--- src/rtl/led_mode_sequencer_if.sv ---
// Command channel for led_mode_sequencer.
// Host drives valid/chan/mode/dur; sequencer returns ready.
interface led_mode_sequencer_if #(
    parameter int CHAN_W = 2,
    parameter int DUR_W  = 8
);
    logic              cmd_valid;
    logic              cmd_ready;
    logic [CHAN_W-1:0] cmd_chan;
    logic [1:0]        cmd_mode;
    logic [DUR_W-1:0]  cmd_dur;

    modport master (
        output cmd_valid,
        output cmd_chan,
        output cmd_mode,
        output cmd_dur,
        input  cmd_ready
    );

    modport slave (
        input  cmd_valid,
        input  cmd_chan,
        input  cmd_mode,
        input  cmd_dur,
        output cmd_ready
    );
endinterface

--- src/rtl/led_mode_sequencer.sv ---
// LED mode sequencer: per-channel 2-bit modes, shared blink, timed revert.
// Ports: clk, rst_n, cmd (slave), clr_all, state_o, pattern1, tick_o, busy_o, err_o.
module led_mode_sequencer #(
    parameter int NUM_LED     = 4,
    parameter int CHAN_W      = 2,
    parameter int PRESCALE    = 1000,
    parameter int BLINK_TICKS = 250,
    parameter int DUR_W       = 8
) (
    input  logic                   clk,
    input  logic                   rst_n,
    led_mode_sequencer_if.slave    cmd,
    input  logic                   clr_all,
    output logic [2*NUM_LED-1:0]   state_o,
    output logic                   pattern1,
    output logic                   tick_o,
    output logic                   busy_o,
    output logic                   err_o
);
    localparam int PW = $clog2(PRESCALE);
    localparam int BW = (BLINK_TICKS > 1) ? $clog2(BLINK_TICKS) : 1;

    localparam logic [PW-1:0]     PRE_LAST = PW'(PRESCALE - 1);
    localparam logic [PW-1:0]     PRE_ARM  = PW'(PRESCALE - 2);
    localparam logic [BW-1:0]     BLK_LAST = BW'(BLINK_TICKS - 1);
    localparam logic [CHAN_W:0]   NUM_C    = (CHAN_W + 1)'(NUM_LED);
    localparam logic [DUR_W-1:0]  DUR_ONE  = DUR_W'(1);

    logic [PW-1:0]    pre_cnt;
    logic [BW-1:0]    blk_cnt;
    logic [1:0]       mode_q [NUM_LED];
    logic [DUR_W-1:0] tmr_q  [NUM_LED];

    logic             accept;
    logic             chan_ok;
    logic             bad_mode;
    logic [1:0]       ld_mode;
    logic [DUR_W-1:0] ld_dur;

    assign cmd.cmd_ready = rst_n & ~clr_all;
    assign accept        = cmd.cmd_valid & cmd.cmd_ready;
    assign chan_ok       = {1'b0, cmd.cmd_chan} < NUM_C;

    // Off commands never arm a timer; reserved mode loads as off.
    always_comb begin
        ld_mode  = 2'b00;
        ld_dur   = '0;
        bad_mode = 1'b0;
        unique case (1'b1)
            (cmd.cmd_mode == 2'b11): bad_mode = 1'b1;
            (cmd.cmd_mode == 2'b00): ld_mode  = 2'b00;
            default: begin
                ld_mode = cmd.cmd_mode;
                ld_dur  = cmd.cmd_dur;
            end
        endcase
    end

    // tick_o is registered: armed one count early so it is high
    // exactly while pre_cnt sits at its last value.
    always_ff @(posedge clk or negedge rst_n) begin
        if (!rst_n) begin
            pre_cnt <= '0;
            tick_o  <= 1'b0;
        end else begin
            pre_cnt <= (pre_cnt == PRE_LAST) ? '0 : pre_cnt + 1'b1;
            tick_o  <= (pre_cnt == PRE_ARM);
        end
    end

    always_ff @(posedge clk or negedge rst_n) begin
        if (!rst_n) begin
            blk_cnt  <= '0;
            pattern1 <= 1'b0;
        end else if (tick_o) begin
            if (blk_cnt == BLK_LAST) begin
                blk_cnt  <= '0;
                pattern1 <= ~pattern1;
            end else begin
                blk_cnt <= blk_cnt + 1'b1;
            end
        end
    end

    // A command to a channel overrides that channel's tick update.
    always_ff @(posedge clk or negedge rst_n) begin
        if (!rst_n) begin
            for (int i = 0; i < NUM_LED; i++) begin
                mode_q[i] <= 2'b00;
                tmr_q[i]  <= '0;
            end
            err_o <= 1'b0;
        end else begin
            for (int i = 0; i < NUM_LED; i++) begin
                if (clr_all) begin
                    mode_q[i] <= 2'b00;
                    tmr_q[i]  <= '0;
                end else if (accept && chan_ok &&
                             cmd.cmd_chan == CHAN_W'(i)) begin
                    mode_q[i] <= ld_mode;
                    tmr_q[i]  <= ld_dur;
                end else if (tick_o && tmr_q[i] != '0) begin
                    if (tmr_q[i] == DUR_ONE) begin
                        mode_q[i] <= 2'b00;
                        tmr_q[i]  <= '0;
                    end else begin
                        tmr_q[i] <= tmr_q[i] - 1'b1;
                    end
                end
            end
            err_o <= accept & (bad_mode | ~chan_ok);
        end
    end

    always_comb begin
        state_o = '0;
        busy_o  = 1'b0;
        for (int i = 0; i < NUM_LED; i++) begin
            state_o[2*i +: 2] = mode_q[i];
            busy_o = busy_o | (tmr_q[i] != '0);
        end
    end
endmodule

--- src/flat_wrapper.sv ---
// flat-port wrapper written by rule: the top's interface ports become plain ports
module led_mode_sequencer_flat 
#(
    parameter int NUM_LED     = 4,
    parameter int CHAN_W      = 2,
    parameter int PRESCALE    = 1000,
    parameter int BLINK_TICKS = 250,
    parameter int DUR_W       = 8
)
  (clk, rst_n, clr_all, state_o, pattern1, tick_o, busy_o, err_o, cmd_cmd_valid, cmd_cmd_chan, cmd_cmd_mode, cmd_cmd_dur, cmd_cmd_ready);
  led_mode_sequencer_if #(.CHAN_W(CHAN_W), .DUR_W(DUR_W)) cmd_i ();
  input  logic clk;
  input  logic rst_n;
  input  logic clr_all;
  output logic [2*NUM_LED-1:0] state_o;
  output logic pattern1;
  output logic tick_o;
  output logic busy_o;
  output logic err_o;
  input wire logic [$bits(cmd_i.cmd_valid)-1:0] cmd_cmd_valid;
  input wire logic [$bits(cmd_i.cmd_chan)-1:0] cmd_cmd_chan;
  input wire logic [$bits(cmd_i.cmd_mode)-1:0] cmd_cmd_mode;
  input wire logic [$bits(cmd_i.cmd_dur)-1:0] cmd_cmd_dur;
  output wire logic [$bits(cmd_i.cmd_ready)-1:0] cmd_cmd_ready;
  assign cmd_i.cmd_valid = cmd_cmd_valid;
  assign cmd_i.cmd_chan = cmd_cmd_chan;
  assign cmd_i.cmd_mode = cmd_cmd_mode;
  assign cmd_i.cmd_dur = cmd_cmd_dur;
  assign cmd_cmd_ready = cmd_i.cmd_ready;
  led_mode_sequencer #(.NUM_LED(NUM_LED), .CHAN_W(CHAN_W), .PRESCALE(PRESCALE), .BLINK_TICKS(BLINK_TICKS), .DUR_W(DUR_W)) u_core (.clk(clk), .rst_n(rst_n), .cmd(cmd_i), .clr_all(clr_all), .state_o(state_o), .pattern1(pattern1), .tick_o(tick_o), .busy_o(busy_o), .err_o(err_o));
endmodule
--- config.mk ---
export PLATFORM = sky130hd
export DESIGN_NAME = led_mode_sequencer_flat
export DESIGN_NICKNAME = d
export VERILOG_FILES = /design/src/rtl/led_mode_sequencer_if.sv /design/src/rtl/led_mode_sequencer.sv /design/src/flat_wrapper.sv
export SDC_FILE = /design/constraint.sdc
export NUM_CORES = 1
export LEC_CHECK = 0
export BUFFER_PORTS_ARGS = -buffer_cell sky130_fd_sc_hd__buf_2
export CORE_AREA = 2 2 117 119
export CTS_CLUSTER_SIZE = 28
export DETAILED_ROUTE_END_ITERATION = 16
export DIE_AREA = 0 0 119 121
export GPL_TIMING_DRIVEN = 1
export HOLD_SLACK_MARGIN = 0.08
export PLACE_DENSITY_LB_ADDON = 0.25
export SYNTH_ARGS = -nofsm -noshare
export SYNTH_HDL_FRONTEND = slang
export SYNTH_SLANG_ARGS = --single-unit
--- constraint.sdc ---
create_clock -name clk -period 2.1 [get_ports clk]
set_input_delay 0.42 -clock clk [delete_from_list [all_inputs] [get_ports clk]]
set_output_delay 0.42 -clock clk [all_outputs]
set_load 0.01 [all_outputs]
==> impl_metrics.yaml, run 1 <==
layout:
  final_cell_mix: "dfrtp_1 (60), nor2_1 (44), nand2_1 (42)"
  utilization_pct: 36.3
  area_growth_pct: 23.2
  nFillCells: 1322
  stdcell_count: 671
  final_layout_size_suffix_gt1_share_pct: 20.2
  stdcell_area_um2: 4750
  diodes: 0
  final_common_cell: "dfrtp_1"
  layout.nets: 526
logic_synthesis:
  synth_area_um2: 3850
  synthCells: 429
  synth-seq-cells: 61
  syn_area_per_cell_um2: 8.98
  ys.flop_type: "dfrtp_1"
  netlist.area_leader.share_pct: 39.6
  synth_nets: 464
  synth_edf_count: 0
  ys_types: 64
  yosys_warnings: 0
  async_reset_ff_share_pct: 100
  ys_seq_area_share_pct: 39.6
  yosysTopAreaCell: "dfrtp_1"
  yosys-top-cells-area: "dfrtp_1 (40%), ha_1 (6.2%), nor2_1 (4.3%), nand2_1 (4.1%), a21oi_1 (3.4%)"
placement:
  io_buffers: 28
  hpwl_um: 7770
  dp_slack_ns: 0.0970
  place.gp.congestion: 0.851
  dp.cells: 654
  place_area_um2: 4400
floorplan:
  fp.dieW_um: 119
  die_area_um2: 14400
  io_pins: 29
  die_h_um: 121
  core_um2: 13100
  start_util_pct: 29.4
  num_rows: 42
grt:
  grt_pass1_wl_um: 17400
  grtUsageTotal_pct: 15.7
  grt_pass1_vias: 3326
  grt_max_degree: 32
  overflow: 0
  antenna_found_initial: 0
drt:
  met2_length_um: 4930
  dr.pass1.iters: 5
  drc_errors: 0
  wire_per_inst_um: 15.9
  route.layer.met1.wl_um: 5140
  num_vias: 3448
  top_layer_used: "met4"
  vias_per_cell: 5.14
  ant_nets: 0
  dr_wl_met3_um: 519
  dr.first_iter.drc_count: 218
  routed_wl_um: 10700
pwr:
  pwr_density_cell_nw_per_um2: 732
  leakage_nw: 2.14
  power_mw: 3.47
  vdd_drop_max_mv: 0.313
setup_path:
  setup.worst_path.start_class: "flip-flop"
  path_buf_inv: 1
  crit_type: "flip-flop to output pin"
  path_max_fanout: 2
  cp-end-kind: "output pin"
  slowest_stage: "or4_4"
  critPathMaxStageDelay_ns: 0.56
  path_cells: "nor4_2 -> nand3_1 -> or4_4 -> buf_6"
  cp_data_required_time_ns: 1.68
  cp_top_family: "simple AND/OR/NAND/NOR gates"
  worstPathArrival_ns: 1.87
clock_tree:
  clockBufferDepth: 2
  cts-root-buf: "clkbuf_16"
  cts_tree: "done"
  cts_buffers: 9
  clock_latency_ns: 0.33
  clock_sinks: 61
  h-tree-depth: 3
  cts.clk_slew.worst_paths_ns: 0.05
sta:
  setup_slack_ns: -0.189
  fin_crit_ns: 2.29
  fin_skew_ns: 0.00287
  fmax_mhz: 437
  period_share_pct: 109
  finalSetupTns_ns: -0.189
  whs_ns: 0.466
  report.final.slew_viol_count: 0
  finalHoldViolCount: 0
  relSlewSlack_pct: 60.5
  rsz0062_at_grt: "true"
  worst_slew_pin_slew_ns: 0.588
  setup_viol: 1
run_status:
  violations: "negative setup slack"
  status: "finished with violations"
flow_run:
  cap_violations: 0
worst_hold_path:
  min_path_type: "flip-flop to flip-flop"
[cell type report]
type,instances,area (um2),share of cell area (%)
Clock buffer,14,264,5.56
Timing Repair Buffer,64,422,8.88
Sequential cell,61,1530,32.2
Multi-Input combinational cell,338,2220,46.7
Inverter,17,63.8,1.34
Tap cell,176,220,4.64
Clock inverter,1,30.0,0.633
[Yosys cell counts (all sizes together), types with 2 or more instances]
| cell | number |
|---|---|
| and3 | 7 |
| nor2b | 13 |
| a22o | 10 |
| o22ai | 7 |
| a31oi | 5 |
| clkbuf | 5 |
| or3 | 4 |
| a22oi | 4 |
| dfrtp | 61 |
| o31ai | 5 |
| nand4b | 2 |
| xor2 | 7 |
| o211ai | 3 |
| o21ai | 20 |
| nor3b | 4 |
| a211oi | 8 |
| a32oi | 3 |
| mux2i | 5 |
| or3b | 2 |
| o31a | 2 |
| a21o | 2 |
| nor2 | 46 |
| nand3 | 13 |
| nor3 | 21 |
| xnor2 | 8 |
| or4 | 2 |
| and2 | 3 |
| nand2 | 42 |
| nor4 | 8 |
| a221oi | 2 |
| inv | 17 |
| nand3b | 4 |
| buf | 8 |
| nand2b | 9 |
| a2bb2oi | 4 |
| nand4 | 5 |
| a21oi | 27 |
| ha | 19 |
| or2 | 3 |
[logic make-up (layout without fill, tap and decap cells)]
| kind of cell | Yosys count | count (layout) | synth area share, % |
|---|---|---|---|
| compound gates | 110 | 110 | 19.8 |
| xor+xnor | 15 | 15 | 3.41 |
| fa+ha+maj | 19 | 19 | 6.17 |
| buf+inv | 30 | 96 | 3.31 |
| flops | 61 | 61 | 39.6 |
| mux | 5 | 5 | 1.30 |
| simple gates | 189 | 189 | 26.3 |
[where the power goes]
part           internal, mW  switching (mW)
logic                 0.321           0.380
registers              1.23          0.0601
clock network         0.977           0.508
total                  2.53           0.948
[sequential cells by signal, indices dropped and copies added (netlist names)]
signal,flops
u_core.pre_cnt,10
u_core.tick_o,1
u_core.pattern1,1
u_core.err_o,1
u_core.blk_cnt,8
u_core.state_o,8
u_core.tmr_q,32
[per-layer routing]
metal,track usage [%],vias up
li1,-,1690
met1,20.7,1670
met4,4.24,0
met2,25.0,78
met5,0,-
met3,4.70,10
[timing repair]
item / CTS / global route
hold buffers: 1 / 0
setup endpoints to repair: 1 / 7
endpoints found under the hold margin: 1 / 0
setup buffers: 0 / 1
pin swaps: 1 / 5
gates resized for setup: 4 / 5
[path summary, 6_finish.rpt]
check	from	to	slack, ns	cells after the start
max	u_core.tmr_q[4]	busy_o	-0.19	4
min	u_core.pattern1	u_core.pattern1	0.47	1
max reg2reg	u_core.tmr_q[25]	u_core.tmr_q[30]	0.13	7
min reg2reg	u_core.pattern1	u_core.pattern1	0.47	1
max in group asynchronous	rst_n	u_core.pre_cnt[2]	1.01	3
min in group asynchronous	rst_n	u_core.tmr_q[22]	0.49	2
(Power assumes the default switching activity.)
==> inputs of run 2 (changes only) <==
- RECOVER_POWER: unset -> 50
==> impl_metrics.yaml, run 2 (synthesis gave the netlist of run 1 again) <==
layout:
  final_common_cell: "dfrtp_1"
  diodes: 0
  largest_reg_flops: 32
  final_cell_mix: "dfrtp_1 (60), nor2_1 (44), nand2_1 (42)"
  nFillCells: 1319
  regMostFlops: "u_core.tmr_q"
  final_layout_size_suffix_gt1_share_pct: 19.2
  utilization_pct: 36.1
  area_growth_pct: 22.8
  reg_top3: "u_core.tmr_q: 32 flops, u_core.pre_cnt: 10 flops"
  layout.nets: 526
grt:
  antenna_found_initial: 0
  gr-max-usage-layer: "met2"
  grt_use_met2_pct: 25.0
  grtUsageTotal_pct: 15.7
  grt_use_met1_pct: 20.7
  grt_use_met3_pct: 4.70
  grt_max_degree: 32
  grt_pass1_vias: 3326
  overflow: 0
  grt_pass1_wl_um: 17400
clock_tree:
  cts-root-buf: "clkbuf_16"
  cts_buffers: 9
  cts_tree: "done"
  clockBufferDepth: 2
  cts.clk_slew.worst_paths_ns: 0.05
  h-tree-depth: 3
  clock_latency_ns: 0.34
  clock_sinks: 61
sta:
  rsz0062_at_grt: "true"
  worst_slew_pin_slew_ns: 0.876
  report.final.slew_viol_count: 0
  finalHoldViolCount: 0
  fmax_mhz: 437
  setup_slack_ns: -0.190
  relSlewSlack_pct: 41.6
  period_share_pct: 109
  fin_skew_ns: 0.00287
  fin_crit_ns: 2.29
  finalSetupTns_ns: -0.190
  setup_viol: 1
drt:
  routed_wl_um: 10700
  vias_per_cell: 5.16
  num_vias: 3465
  wire_per_inst_um: 16.0
  drc_errors: 0
  ant_nets: 0
  dr.pass1.iters: 5
  dr.first_iter.drc_count: 222
floorplan:
  io_pins: 29
  fp.dieW_um: 119
  die_area_um2: 14400
  start_util_pct: 29.4
  num_rows: 42
  core_um2: 13100
  die_h_um: 121
setup_path:
  crit_type: "flip-flop to output pin"
  setup.worst_path.start_class: "flip-flop"
  cp_data_required_time_ns: 1.68
  cp-end-kind: "output pin"
  path_max_fanout: 2
  worstPathArrival_ns: 1.87
run_status:
  status: "finished with violations"
  violations: "negative setup slack"
placement:
  place.gp.congestion: 0.851
  hpwl_um: 7770
  io_buffers: 28
pwr:
  power_mw: 3.47
  pwr_density_cell_nw_per_um2: 735
  vdd_drop_max_mv: 0.313
  leakage_nw: 2.12
flow_run:
  cap_violations: 0
worst_hold_path:
  min_path_type: "flip-flop to flip-flop"
## run 2: report_power, final
part	leakage [nW]	total, mW	internal (mW)	switching, mW
logic	1.15	0.697	0.318	0.379
clock network	0.143	1.49	0.977	0.513
registers	0.829	1.29	1.23	0.0601
## run 2: final timing paths
kind | cells past startpoint | start | endpoint | slack [ns]
worst max-delay path | 4 | u_core.tmr_q[4] | busy_o | -0.19
worst min-delay path | 1 | u_core.pattern1 | u_core.pattern1 | 0.47
worst max register to register | 7 | u_core.tmr_q[25] | u_core.tmr_q[30] | 0.12
worst min register to register | 1 | u_core.pattern1 | u_core.pattern1 | 0.47
max in group asynchronous | 3 | rst_n | u_core.tmr_q[20] | 0.53
min in group asynchronous | 2 | rst_n | u_core.tmr_q[22] | 0.48
## run 2: cell type report
| cell class | count | area (um2) | share of cell area [%] |
|---|---|---|---|
| well taps | 176 | 220 | 4.66 |
| clock inverters | 1 | 30.0 | 0.635 |
| repair buffers | 64 | 405 | 8.57 |
| clock buffers | 14 | 264 | 5.58 |
| flip-flops and latches | 61 | 1530 | 32.3 |
| inverters | 17 | 63.8 | 1.35 |
| multi-input cells | 338 | 2220 | 46.9 |
## run 2: per-layer routing
layer	wire [um]	vias up	part of all wire, %
met5	0	-	0
met4	114	0	1.1
met3	576	12	5.4
met2	4960	86	46
met1	5060	1681	47
li1	-	1686	-
## run 2: per-stage QoR
stage	instance area (um2)	hold WS [ns]	worst slack [ns]	instances
after floorplan	3850	0.124	0.166	429
after CTS	4730	0.458	-0.218	670
after global placement	4400	0.301	0.116	654
after global routing	4730	0.460	-0.249	671
final	4730	0.466	-0.190	671
after detailed placement	4400	0.299	0.0970	654
## run 2: critical path, cell delays in order, from the launching register on
cell	delay, ns
dfrtp_1	0.39
nor4_2	0.33
nand3_1	0.12
or4_4	0.56
buf_6	0.14
## run 2: timing repair
action / in CTS / in global routing
gates cloned: 0 / 0
gates resized for setup: 4 / 5
setup endpoints to repair: 1 / 7
hold buffers: 1 / 0
endpoints found under the hold margin: 1 / 0
setup buffers: 0 / 1
pin swaps: 1 / 5
